`config.mk`:
```
export PLATFORM = sky130hd
export DESIGN_NAME = demux_router_n
export DESIGN_NICKNAME = d
export VERILOG_FILES = /design/src/rtl/demux_router_n.sv
export SDC_FILE = /design/constraint.sdc
export NUM_CORES = 1
export LEC_CHECK = 0
export ABC_AREA = 1
export BUFFER_PORTS_ARGS = -buffer_cell sky130_fd_sc_hd__buf_4
export CORE_MARGIN = 1.5
export CORE_UTILIZATION = 45
export CTS_BUF_LIST = sky130_fd_sc_hd__clkbuf_4 sky130_fd_sc_hd__clkbuf_8 sky130_fd_sc_hd__clkbuf_16
export CTS_CLUSTER_DIAMETER = 80
export CTS_CLUSTER_SIZE = 12
export DETAILED_ROUTE_END_ITERATION = 8
export PLACE_DENSITY = 0.84
export SLEW_MARGIN = 30
export SYNTH_ARGS = -nofsm -noshare
export SYNTH_HDL_FRONTEND = slang
export SYNTH_SLANG_ARGS = --single-unit
```
`constraint.sdc`:
```
create_clock -name clk -period 1.4 [get_ports clk]
set_input_delay 0.14 -clock clk [delete_from_list [all_inputs] [get_ports clk]]
set_output_delay 0.14 -clock clk [all_outputs]
set_load 0.02 [all_outputs]
```
`src/rtl/demux_router_n.sv`:
```
// demux_router_n: 1:N demultiplexer with one registered slot per output and valid/ready handshakes.
// Optional broadcast mode is enabled by defining DEMUX_BCAST_EN (adds the in_bcast input).
module demux_router_n #(
  parameter int unsigned DATA_W = 8,
  parameter int unsigned N_OUT  = 4,
  parameter int unsigned SEL_W  = $clog2(N_OUT)
) (
  input  logic                    clk,
  input  logic                    rst,
  input  logic                    in_valid,
  output logic                    in_ready,
  input  logic [DATA_W-1:0]       in_data,
  input  logic [SEL_W-1:0]        in_sel,
`ifdef DEMUX_BCAST_EN
  input  logic                    in_bcast,
`endif
  output logic [N_OUT-1:0]        out_valid,
  input  logic [N_OUT-1:0]        out_ready,
  output logic [N_OUT*DATA_W-1:0] out_data,
  output logic                    sel_err
);

  logic [N_OUT-1:0]        valid_q, valid_d;
  logic [N_OUT*DATA_W-1:0] data_q, data_d;
  logic                    sel_err_q, sel_err_d;
  logic [N_OUT-1:0]        sel_hit, slot_free, load;
  logic                    sel_ok, in_fire, bcast;

  // A slot can take a word if it is empty or is being drained this cycle.
  assign slot_free = ~valid_q | out_ready;

`ifdef DEMUX_BCAST_EN
  assign bcast = in_bcast;
`else
  assign bcast = 1'b0;
`endif

  always_comb begin
    for (int i = 0; i < N_OUT; i++) begin
      sel_hit[i] = (in_sel == SEL_W'(i));
    end
    sel_ok = |sel_hit;

    if (bcast) begin
      in_ready = &slot_free;
    end else if (sel_ok) begin
      in_ready = |(sel_hit & slot_free);
    end else begin
      in_ready = 1'b1;
    end

    in_fire = in_valid & in_ready;

    if (!in_fire) begin
      load = '0;
    end else if (bcast) begin
      load = '1;
    end else begin
      load = sel_hit;
    end

    // Out-of-range words are swallowed; the flag reports the drop one cycle later.
    sel_err_d = in_fire & ~bcast & ~sel_ok;

    valid_d = valid_q;
    data_d  = data_q;
    for (int i = 0; i < N_OUT; i++) begin
      if (load[i]) begin
        valid_d[i]                    = 1'b1;
        data_d[i*DATA_W +: DATA_W]    = in_data;
      end else if (valid_q[i] && out_ready[i]) begin
        valid_d[i]                    = 1'b0;
      end
    end
  end

  always_ff @(posedge clk or posedge rst) begin
    if (rst) begin
      valid_q   <= '0;
      data_q    <= '0;
      sel_err_q <= 1'b0;
    end else begin
      valid_q   <= valid_d;
      data_q    <= data_d;
      sel_err_q <= sel_err_d;
    end
  end

  assign out_valid = valid_q;
  assign out_data  = data_q;
  assign sel_err   = sel_err_q;

endmodule

```
**After elaboration in Yosys (flattened, before gate mapping)**

Cells that the tools add are included.

- Equal/unequal tests: 3
- Muxes and demuxes: 10
- Bitwise gates (word level): 6
- Reductions and logical operators: 11

Operators with widths:

| operator | count |
|---|---|
| $mux 1 | 9 |
| $reduce_bool 2->1 | 4 |
| $reduce_or 4->1 | 2 |
| $and 4x4->4 | 1 |
| $eq 2x2->1 const B | 2 |
| $logic_and 1x1->1 | 4 |
| $mux 4 | 1 |
| $not 4->4 | 1 |
| $or 4x4->4 | 1 |
| $and 1x1->1 | 2 |
| $eq 2x1->1 const B | 1 |
| $logic_not 2->1 | 1 |
| $not 1->1 | 1 |

- Register bits after elaboration: 37
- Input port bits: 17
- Output and inout port bits: 38
- Logic and storage cells: 39

**Logic depth before layout (Yosys ltp)**

- Depth in word-level cells: 8
- Gate-level depth with buffers: 9
- Depth with buffers taken out: 9

**Least setup slack after synthesis**

OpenSTA, ideal clock, no wires.

- Path type: flip-flop to flip-flop
- Start: register valid_q[0], in the netlist out_valid[0]
- End: register data_q[24], in the netlist out_data[24]
- Library setup time: 0.118 ns
- Arrival time: 1.105 ns
- Data required time: 1.282 ns
- Setup slack: 0.177 ns
- Stages on the path, launching flop included: 9
- Buffers on the path: 0
- Clock period less this slack: 1.223 ns
- Cell sequence: dfrtp_1 > nand2_1 > nand2_1 > nand2_1 > inv_2 > nand2_4 > nand3_2 > nand2_1 > nand2_1

- Cells in the longest elaborated chain, start to end: 7

RTL lines:

| what | RTL line | RTL |
|---|---|---|
| start, declared | 23 | `logic [N_OUT-1:0] valid_q, valid_d;` |
| start signal, assigned | 83 | `valid_q <= valid_d;` |
| $not 4->4 | 30 | `assign slot_free = ~valid_q \| out_ready;` |
| $or 4x4->4 | 30 |  |
| $and 4x4->4 | 47 | `in_ready = \|(sel_hit & slot_free);` |
| $reduce_or 4->1 | 47 |  |
| $mux 1 | 46 | `end else if (sel_ok) begin` |
| $and 1x1->1 | 52 | `in_fire = in_valid & in_ready;` |
| $mux 4 | 54 | `if (!in_fire) begin` |
| end signal, assigned | 84 | `data_q <= data_d;` |
| end, declared | 24 | `logic [N_OUT*DATA_W-1:0] data_q, data_d;` |

No other way between the ends.
A chain may end at the register's enable or synchronous reset.

**Worst setup path after layout**

- Start: register valid_q[3], in the netlist out_valid[3]
- End: output in_ready

- Cells in the longest elaborated chain, start to end: 5

RTL lines:

| what | RTL line | RTL |
|---|---|---|
| $not 4->4 | 30 |  |
| $or 4x4->4 | 30 |  |
| $and 4x4->4 | 47 |  |
| $reduce_or 4->1 | 47 |  |
| $mux 1 | 46 |  |
| end, declared | 11 | `output logic in_ready,` |

No other way between the ends.

==> flow_summary.json <==
{
  "stdcell_count": 286,
  "yosys_top_cell_by_area": "sky130_fd_sc_hd__dfrtp_1",
  "placedInstanceArea_um2": 2070,
  "synth.distinct_cells": 13,
  "most_frequent_cell_on_the_critical_path": "sky130_fd_sc_hd__nand2_2",
  "tritoncts_num_sinks": 37,
  "avgViaCountPerCell": 5.06,
  "max_cap_violations": 0,
  "total_die_area_um2": 3910,
  "gp_congestion": 0.826,
  "area_of_the_placeable_core_um2": 3360,
  "ios": 55,
  "drt_drc_violations_left": 0,
  "buffers_and_inverters_on_the_worst_path": 2,
  "grt.total_usage": 0.205,
  "final_antenna_net_count": 0,
  "cts-root-buf": "sky130_fd_sc_hd__clkbuf_4",
  "tritoncts": "yes",
  "start_util": 0.474,
  "synth.ff_latch_count": 37,
  "drt-wirelength-per-cell_um": 13.5,
  "place.detailed.instances": 275,
  "report.final.hold_viol_count": 0,
  "worst_setup_end_kind": "output port",
  "yosysWarningCount": 0,
  "grt_antenna_before_repair": 0,
  "num_rows": 21,
  "finClkSkew_ns": 0.00828,
  "power.ir.vdd_worst_uv": 894,
  "io_buffer_count": 54,
  "totalWireLength_um": 3860,
  "drt_iter0_drc": 86,
  "cts.reportedPaths.clkPinSlew_ns": 0.10,
  "maximum_number_of_pins_on_one_net_before_global_route_repair": 38,
  "power.density_nw_per_um2": 1320,
  "final_number_of_setup_violating_endpoints": 0,
  "fin_area_um2": 2200,
  "layout.nets": 258,
  "postLayoutSetupSlackWorst_ns": 0.0624,
  "crit_family": "flip-flops",
  "fmax_mhz": 748,
  "hpwlAfterDp_um": 2630,
  "status": "complete, no violations",
  "seq_area_frac_synth": 0.581,
  "rsz0062_at_grt": "yes",
  "setup_crit_start_kind": "flop",
  "die_w_um": 62.5,
  "timing_worst_setup_path_type": "reg -> out",
  "totalPowerFinal_mw": 2.90,
  "synth_largest_type_area_fraction": 0.581,
  "syn-mean-instance-area_um2": 9.15,
  "place_worst_setup_slack_ns": 0.170,
  "cp_data_arrival_time_ns": 1.20,
  "timing.critical_path.cells": "nand2_2 -> nand2_1 -> nand2_2 -> inv_2 -> nand2_4 -> buf_6",
  "globalRoute.totalOverflow": 0,
  "antenna-diode-count": 0,
  "crit_fanout": 6,
  "total_number_of_vias": 1446,
  "post_synth_main_area_contributors": "sky130_fd_sc_hd__dfrtp_1 58%, sky130_fd_sc_hd__nand2_1 19%, sky130_fd_sc_hd__nand4_1 13%",
  "global_route_wire_length_before_repair_um": 6240,
  "cts_max_path_buffers": 2,
  "hold_class": "in -> reg",
  "synthesis.instances": 174,
  "n_fill_cell": 285,
  "critical_path_required_ns": 1.26,
  "cts.htree.levels": 2,
  "syn_nets": 191,
  "critical-path-slowest-cell": "sky130_fd_sc_hd__dfrtp_1",
  "numCtsBuffers": 5,
  "setup_total_negative_slack_ns": 0,
  "clock_insertion_delay_worst_skew_ns": 0.34,
  "timing.final.crit_period_ns": 1.34,
  "fp.dieH_um": 62.5,
  "drt_pass1_iterations": 4,
  "netlist_area_um2": 1590,
  "critical-path-max-stage-delay_ns": 0.40,
  "leakage_power_summed_over_all_cells_nw": 1.21,
  "grt_pass1_vias": 1331,
  "areaGrowthSynthToFinish_pct": 38.2,
  "timing.final.crit_share": 0.955,
  "slew_violations": 0,
  "final_layout_size_suffix_gt1_frac": 0.363
}
[logic make-up after synthesis]
family | share of synthesized area
buf+inv | 0.0542
flops | 0.581
other cells | 0.00235
simple gates | 0.362
[cells in the mapped netlist]
| library cell | number |
|---|---|
| sky130_fd_sc_hd__nand3_2 | 4 |
| sky130_fd_sc_hd__conb_1 | 1 |
| sky130_fd_sc_hd__inv_2 | 2 |
| sky130_fd_sc_hd__nor2_4 | 2 |
| sky130_fd_sc_hd__nand4_1 | 32 |
| sky130_fd_sc_hd__buf_6 | 3 |
| sky130_fd_sc_hd__clkbuf_1 | 4 |
| sky130_fd_sc_hd__clkinv_1 | 1 |
| sky130_fd_sc_hd__nand2_1 | 79 |
| sky130_fd_sc_hd__nor2_2 | 1 |
| sky130_fd_sc_hd__nand2_4 | 1 |
| sky130_fd_sc_hd__inv_1 | 7 |
| sky130_fd_sc_hd__dfrtp_1 | 37 |
[sequential cells by signal (all words and copies together), names as in the netlist]
signal and count:
out_data 32, out_valid 4, sel_err 1
[where the power goes]
part	internal (mW)	switching, mW
clock network	0.174	0.316
registers	1.27	0.114
logic	0.429	0.600
[worst reg2reg max path: cells and delay by family (launching register included)]
kind	cells	cell delay [ns]
buffers and inverters	3	0.34
flip-flops	1	0.40
AND/OR/NAND/NOR	6	0.49
[layer usage]
| metal | track usage | up-vias | wire length, um |
|---|---|---|---|
| li1 | - | 712 | - |
| met1 | 0.270 | 677 | 1630 |
| met2 | 0.348 | 54 | 1940 |
| met3 | 0.0505 | 3 | 269 |
| met4 | 0.0417 | 0 | 25 |
| met5 | 0 | - | 0 |
[cell type report]
class	instances	area, um2	area share
Multi-Input combinational cell	120	621	0.282
Sequential cell	37	926	0.421
Clock inverter	1	5.00	0.00227
Tap cell	46	57.6	0.0262
Clock buffer	5	37.5	0.0171
Timing Repair Buffer	67	517	0.235
Inverter	10	37.5	0.0171
[layout by cell type, fill, tap and decap left out]
cell	Yosys	routed
sky130_fd_sc_hd__nand3_4	0	4
sky130_fd_sc_hd__nand2_2	0	4
sky130_fd_sc_hd__nor2_4	2	2
sky130_fd_sc_hd__clkinv_1	1	1
sky130_fd_sc_hd__dlygate4sd3_1	0	1
sky130_fd_sc_hd__nand2_1	79	75
sky130_fd_sc_hd__inv_2	2	3
sky130_fd_sc_hd__clkbuf_4	0	5
sky130_fd_sc_hd__conb_1	1	1
sky130_fd_sc_hd__buf_6	3	3
sky130_fd_sc_hd__buf_4	0	63
sky130_fd_sc_hd__nand2_4	1	1
sky130_fd_sc_hd__inv_1	7	6
sky130_fd_sc_hd__clkinv_2	0	1
sky130_fd_sc_hd__nand4_1	32	32
sky130_fd_sc_hd__dfrtp_1	37	37
sky130_fd_sc_hd__nor2_2	1	1
[timing repair]
item / in CTS / in global routing
buffers inserted: 4 / 0
hold buffers: 1 / 0
resized for setup: 1 / 11
cloned: 0 / 0
endpoints found under the setup margin: 1 / 33
pin swaps: 1 / 5
hold endpoints to repair: 37 / 0
[worst paths after layout]
check / slack, ns / to / cells past startpoint / from
setup reg to reg: 0.13 / out_data[12] / 9 / out_valid[3]
min in group asynchronous: 0.46 / out_data[19] / 4 / rst
hold reg to reg: 0.48 / out_data[15] / 2 / out_data[15]
max in group asynchronous: 0.61 / out_data[0] / 4 / rst
setup / recovery: 0.06 / in_ready / 6 / out_valid[3]
hold / removal: 0.05 / out_valid[3] / 4 / out_ready[3]
[per-stage QoR]
step / hold WS (ns) / utilization
2_1_floorplan: 0.289 / -
3_3_place_gp: 0.272 / 0.615
3_5_place_dp: 0.284 / 0.615
4_1_cts: 0.0510 / 0.640
5_1_grt: 0.0616 / 0.654
6_report: 0.0454 / 0.654
No activity file was read; power rests on OpenSTA's default activity.
